**config.mk**
```make
export PLATFORM = sky130hd
export DESIGN_NAME = serial_addsub_seq
export DESIGN_NICKNAME = d
export VERILOG_FILES = /design/src/rtl/serial_addsub_seq.sv
export SDC_FILE = /design/constraint.sdc
export NUM_CORES = 1
export LEC_CHECK = 0
export ABC_AREA = 1
export ABC_CLOCK_PERIOD_IN_PS = 1600
export CAP_MARGIN = 20
export CORE_MARGIN = 10
export CORE_UTILIZATION = 51
export CTS_CLUSTER_SIZE = 28
export DETAILED_ROUTE_END_ITERATION = 8
export PLACE_DENSITY = 0.76
export SYNTH_ARGS = -nofsm -noshare
export SYNTH_HDL_FRONTEND = slang
export SYNTH_SLANG_ARGS = --single-unit
```
**constraint.sdc**
```tcl
create_clock -name Clk -period 1.6 [get_ports Clk]
set_input_delay 0.4 -clock Clk [delete_from_list [all_inputs] [get_ports Clk]]
set_output_delay 0.4 -clock Clk [all_outputs]
set_load 0.01 [all_outputs]
```
**src/rtl/serial_addsub_seq.sv**
```systemverilog
// ---------------------------------------------------------------------------
// serial_addsub_seq
// Bit-serial add/subtract sequencer. A single one-bit FullAdder is time-shared
// to produce a WIDTH-bit sum or difference, one bit per clock, LSB first.
//
// Ports
//   Clk       in   1      clock, rising edge
//   Rst_n     in   1      synchronous active-low reset
//   Start     in   1      request; accepted only in IDLE or DONE
//   Sub       in   1      0 = A+B, 1 = A-B (sampled with Start)
//   A, B      in   WIDTH  operands (sampled with Start)
//   Busy      out  1      high while the operation is running
//   Done      out  1      one-cycle pulse; Result and flags valid
//   Result    out  WIDTH  sum/difference, held until next accepted Start
//   Cout      out  1      final carry out (for Sub: 1 = no borrow)
//   Overflow  out  1      two's-complement signed overflow
//   Zero      out  1      Result == 0
// ---------------------------------------------------------------------------

// One-bit full adder shared by every bit position.
module FullAdder (
  input  logic A,
  input  logic B,
  input  logic Cin,
  output logic Out,
  output logic Cout
);
  assign Out  = A ^ B ^ Cin;
  assign Cout = (A & B) | (Cin & (A ^ B));
endmodule

module serial_addsub_seq #(
  parameter int WIDTH = 16
) (
  input  logic             Clk,
  input  logic             Rst_n,
  input  logic             Start,
  input  logic             Sub,
  input  logic [WIDTH-1:0] A,
  input  logic [WIDTH-1:0] B,
  output logic             Busy,
  output logic             Done,
  output logic [WIDTH-1:0] Result,
  output logic             Cout,
  output logic             Overflow,
  output logic             Zero
);

  localparam int CW = $clog2(WIDTH);
  localparam logic [CW-1:0] LAST_BIT = CW'(WIDTH - 1);
  localparam logic [CW-1:0] MSB_M1   = CW'(WIDTH - 2);

  typedef enum logic [1:0] {
    S_IDLE = 2'd0,
    S_RUN  = 2'd1,
    S_DONE = 2'd2
  } state_t;

  state_t r_state;
  state_t w_state_next;

  logic [WIDTH-1:0] r_op_a;
  logic [WIDTH-1:0] r_op_b;
  logic [WIDTH-1:0] r_result;
  logic [CW-1:0]    r_count;
  logic             r_sub;
  logic             r_carry;
  logic             r_c_msb;
  logic             r_cout;
  logic             r_overflow;
  logic             r_zero;

  logic             w_accept;
  logic             w_running;
  logic             w_last;
  logic             w_fa_b;
  logic             w_fa_out;
  logic             w_fa_cout;
  logic [WIDTH-1:0] w_result_next;

  // Start is only honoured when no operation is in flight.
  assign w_accept  = Start && (r_state != S_RUN);
  assign w_running = (r_state == S_RUN);
  assign w_last    = w_running && (r_count == LAST_BIT);

  // Subtraction is A + ~B + 1: invert B per bit, the +1 comes from the
  // carry flop being preloaded with Sub.
  assign w_fa_b = r_op_b[0] ^ r_sub;

  FullAdder u_fa (
    .A    (r_op_a[0]),
    .B    (w_fa_b),
    .Cin  (r_carry),
    .Out  (w_fa_out),
    .Cout (w_fa_cout)
  );

  // New sum bit enters at the MSB so that after WIDTH shifts bit 0 lands
  // at position 0.
  assign w_result_next = {w_fa_out, r_result[WIDTH-1:1]};

  // ---------------- FSM: state register ----------------
  always_ff @(posedge Clk) begin
    if (!Rst_n) begin
      r_state <= S_IDLE;
    end else begin
      r_state <= w_state_next;
    end
  end

  // ---------------- FSM: next-state logic ----------------
  always_comb begin
    w_state_next = r_state;
    case (r_state)
      S_IDLE:  if (Start) w_state_next = S_RUN;
      S_RUN:   if (r_count == LAST_BIT) w_state_next = S_DONE;
      S_DONE:  w_state_next = Start ? S_RUN : S_IDLE;
      default: w_state_next = S_IDLE;
    endcase
  end

  // ---------------- FSM: outputs ----------------
  always_comb begin
    Busy = 1'b0;
    Done = 1'b0;
    case (r_state)
      S_RUN:   Busy = 1'b1;
      S_DONE:  Done = 1'b1;
      default: begin
        Busy = 1'b0;
        Done = 1'b0;
      end
    endcase
  end

  // ---------------- Datapath ----------------
  always_ff @(posedge Clk) begin
    if (!Rst_n) begin
      r_op_a     <= '0;
      r_op_b     <= '0;
      r_result   <= '0;
      r_count    <= '0;
      r_sub      <= 1'b0;
      r_carry    <= 1'b0;
      r_c_msb    <= 1'b0;
      r_cout     <= 1'b0;
      r_overflow <= 1'b0;
      r_zero     <= 1'b0;
    end else if (w_accept) begin
      r_op_a   <= A;
      r_op_b   <= B;
      r_sub    <= Sub;
      r_carry  <= Sub;
      r_count  <= '0;
      r_result <= '0;
    end else if (w_running) begin
      r_result <= w_result_next;
      r_op_a   <= {1'b0, r_op_a[WIDTH-1:1]};
      r_op_b   <= {1'b0, r_op_b[WIDTH-1:1]};
      r_carry  <= w_fa_cout;
      r_count  <= r_count + CW'(1);
      // Carry leaving bit WIDTH-2 is the carry into the MSB.
      if (r_count == MSB_M1) begin
        r_c_msb <= w_fa_cout;
      end
      // Flags change only when the final bit is produced.
      if (w_last) begin
        r_cout     <= w_fa_cout;
        r_overflow <= w_fa_cout ^ r_c_msb;
        r_zero     <= (w_result_next == '0);
      end
    end
  end

  assign Result   = r_result;
  assign Cout     = r_cout;
  assign Overflow = r_overflow;
  assign Zero     = r_zero;

endmodule
```
==> flow_results.org <==
** Outcome
- Outcome :: complete, no violations

** Yosys
- Count of unique library cells instantiated by Yosys :: 22
- Cell count after synthesis :: slightly above 400
- For this run, the number of Yosys warnings is 0.
- Cell area after synthesis :: between 2000 and 3000 um2
- Counting flops with an async set or reset pin after synthesis yields a share of 0%.
- Cell taking the most area after synthesis :: sky130_fd_sc_hd__dfxtp_1
- Of the synthesized area, sequential elements account for a little over two fifths.
- Among all cell types in the netlist, the one instantiated most often is sky130_fd_sc_hd__nand2_1.
- Cell types with the largest area share after synthesis :: sky130_fd_sc_hd__dfxtp_1 43%, sky130_fd_sc_hd__nand3_1 18%, sky130_fd_sc_hd__nand2_1 16%
- In this run the mean area of a mapped cell was 6.81 um2.
- Synthesis produced a netlist with a net count of about 450.
- After synthesis, the largest area contributor takes up a little over two fifths of total cell area.
- Prevailing post-synth register cell :: sky130_fd_sc_hd__dfxtp_1
- Yosys reg bits :: 60
- Leading post-synthesis cells by instance count :: 120 x sky130_fd_sc_hd__nand2_1, 98 x sky130_fd_sc_hd__nand3_1, 60 x sky130_fd_sc_hd__dfxtp_1
- Number of enable-type register cells in the synthesized netlist :: 0

** Drt
- The first routing iteration left 151 violations.
- In this run the remaining antenna-violating nets after routing total 0.
- Detailed-route vias per instance :: roughly 5.0
- 1st-pass router iterations :: 4
- After detailed routing, the total wire length is around 6500 um.
- Number of design rule violations left after detail routing :: 0
- In the final routed layout, each cell accounts on average for around 12 um.
- Number of vias in the routed layout :: 2672

** Clock network
- For the worst-skew pair, the clock arrives at the later sink with an insertion delay of about 0.32 ns.
- Total clock sinks :: 60
- Count of buffers added by post-CTS timing repair for setup :: 0
- TritonCTS built the clock tree.
- H-tree level count :: 3
- Num CTS Buffers :: 9
- Counting along the longest clock path gives a buffer depth of 2.
- After clock tree synthesis, the clock-pin slew on the worst setup and hold paths is around 0.060 ns.
- The tree is rooted in a sky130_fd_sc_hd__clkbuf_8.

** STA
- The worst path meets setup with roughly 0.09 ns of slack.
- Setup TNS :: 0 ns
- Setup violations remaining at the end of the flow were counted as 0.
- At the pin with the least slew margin, the transition time is ~0.5 ns.
- After layout, the minimum clock period comes to between 1.5 and 2 ns.
- Clock Skews :: between 0.005 and 0.006 ns
- Worst slew slack as a fraction of its limit :: 65.8%
- Static timing analysis puts the maximum clock frequency at 661 MHz.
- Final Max Slew Viols :: 0
- Number of hold violations in the final report :: 0
- RSZ-0062 raised after global routing :: yes
- Dividing the final minimum period by the clock period gives between 90% and 100%.

** Die
- X dimension of the die :: between 90 and 100 um
- Core region area :: around 5200 um2
- Count of pins on the block boundary :: between 50 and 60
- The die covers a little under 9000 um2.
- The floorplan step set the die height to 93.8 um.
- Initial Util :: about 53%
- The initialized floorplan defines 26 standard-cell rows.

** Worst setup path
- Along the worst path, the maximum fanout reaches 3.
- The startpoint identified for the worst register-to-register timing path is r_state[1].
- Kind of critical path :: flip-flop to output pin
- Data required time of the critical path :: 1.20 ns
- Worst setup EP type :: output pin
- CP startpoint kind :: flip-flop
- Arrival time of data at the critical path endpoint :: ~1.1 ns
- Setup crit start :: r_state[1]

** Final layout
- Filler cells :: ~490
- After the last flow step, the layout net total stands at around 500.
- 0 antenna diodes ended up in the layout.
- Share of layout cells above drive strength 1 :: a little under 7%
- Cell Count, Final, Fillers Out :: ~540
- From synthesis to final layout, the design area changed by 28.4%.
- For this run, the share of the core covered by cells in the final layout is between 60% and 70%.

** Global routing
- Via count of the first global-routing pass :: approximately 2500
- Pin count of the biggest net entering global routing :: just under 90
- Global-route wire length before repair :: roughly 11000 um
- After global routing the overflow that remains totals 0.
- The initial antenna violation count came to 0.
- GRT Resource Usage Total :: between 15 and 20%

** Power and ir drop
- Net switching is roughly a quarter of the power.
- Internal power :: around 0.0024 W
- In this run the power spent charging and discharging nets is about 0.00083 W.
- Comb power frac :: 14.3%
- Dividing total power by cell area gives a power density of approximately 900 nW/um2.
- Overall power consumption after layout is estimated at 0.00320 W.
- Summed over all cells, the static leakage comes to about 1.8 nW.
- The share of total power dissipated in the clock network is about 36%.
- Register share of total power :: between 40 and 50%
- VDD sags by at most ~0.53 mV.

** Place
- During placement, the flow inserted port buffers numbering 56.
- Timing analysis after detailed placement gives a worst setup slack of -0.0708 ns.
- Placed Cells :: 522
- At the end of routability-driven placement, the weighted congestion stood at ~0.78.
- Post-detail-place hpwl :: ~4500 um

** Min path
- HP Start :: Result[0]
- Min-Delay Path Class :: flip-flop to flip-flop

** Flow run
- Max-cap violations :: 0
[path summary, 6_finish.rpt]
check                   end  slack, ns  cells after the start
setup / recovery       Busy       0.09                      4
hold reg to reg   Result[0]       0.46                      2
hold / removal    Result[0]       0.46                      2
setup reg to reg   Overflow       0.16                      7
[metrics by stage]
| stage | hold WS, ns | instance area [um2] |
|---|---|---|
| final | 0.461 | 3570 |
| after global routing | 0.481 | 3570 |
| after CTS | 0.462 | 3570 |
| after detailed placement | 0.450 | 3430 |
| after global placement | 0.448 | 3430 |
| after floorplan | 0.439 | 2780 |
[cells in the final DEF, fill, tap and decap left out, types with 4 or more instances in the layout]
cell                              netlist  final
sky130_fd_sc_hd__clkbuf_8               0     10
sky130_fd_sc_hd__nand3_1               98     98
sky130_fd_sc_hd__nand2_1              120    120
sky130_fd_sc_hd__nor2_1                23     23
sky130_fd_sc_hd__buf_4                  5     11
sky130_fd_sc_hd__dlygate4sd2_1          0     21
sky130_fd_sc_hd__clkdlybuf4s50_1        0     35
sky130_fd_sc_hd__a21oi_1               22     22
sky130_fd_sc_hd__dfxtp_1               60     59
sky130_fd_sc_hd__inv_1                 45     45
sky130_fd_sc_hd__buf_12                 0      4
sky130_fd_sc_hd__clkbuf_1               2      4
[final cells by class]
cell class,instances,area (um2),share of cell area (%)
Inverter,46,173,4.84
Multi-Input combinational cell,275,1240,34.9
Clock inverter,2,10.0,0.281
Tap cell,70,87.6,2.46
Clock buffer,14,153,4.28
Timing Repair Buffer,71,697,19.5
Sequential cell,60,1200,33.7
[worst max-delay path, cell delays in order (launching register included)]
cell	delay, ns
sky130_fd_sc_hd__dfxtp_1	0.30
sky130_fd_sc_hd__inv_1	0.08
sky130_fd_sc_hd__nand2_2	0.09
sky130_fd_sc_hd__inv_2	0.06
sky130_fd_sc_hd__dlygate4sd2_1	0.26
[power by group through the flow]
stage	clock network [W]	registers [W]	logic [W]
floorplan	0	0.00161	0.000301
global placement	0	0.00162	0.000456
detailed placement	0	0.00162	0.000461
CTS	0.00118	0.00159	0.000461
global route	0.00125	0.00160	0.000519
finish	0.00115	0.00159	0.000458
[routing by layer]
metal | vias up | track usage (%) | wire length [um]
li1 | 1394 | - | -
met1 | 1216 | 17.6 | 2900
met2 | 54 | 24.3 | 3070
met3 | 8 | 5.20 | 476
met4 | 0 | 6.84 | 101
met5 | - | 0 | 0
[flip-flops by register name, summed over array words and instances, names as in the netlist]
register,flops
Cout,1
Zero,1
r_carry,1
r_c_msb,1
r_sub,1
r_state,2
r_op_b,16
Result,16
Overflow,1
r_op_a,16
r_count,4
[cell families after synthesis]
kind of cell | share of synthesized area (%)
buffers and inverters | 12.0
and+or+nand+nor | 38.2
AOI/OAI and AO/OA | 4.32
adders and majority gates | 1.62
DFF | 43.2
xor gates and xnor gates | 0.630
[what timing repair did]
| item | CTS | global route |
|---|---|---|
| resized for setup | 22 | 0 |
| hold buffers | 0 | 0 |
| setup endpoints to repair | 21 | 2 |
Power figures use the tool's default switching activity.
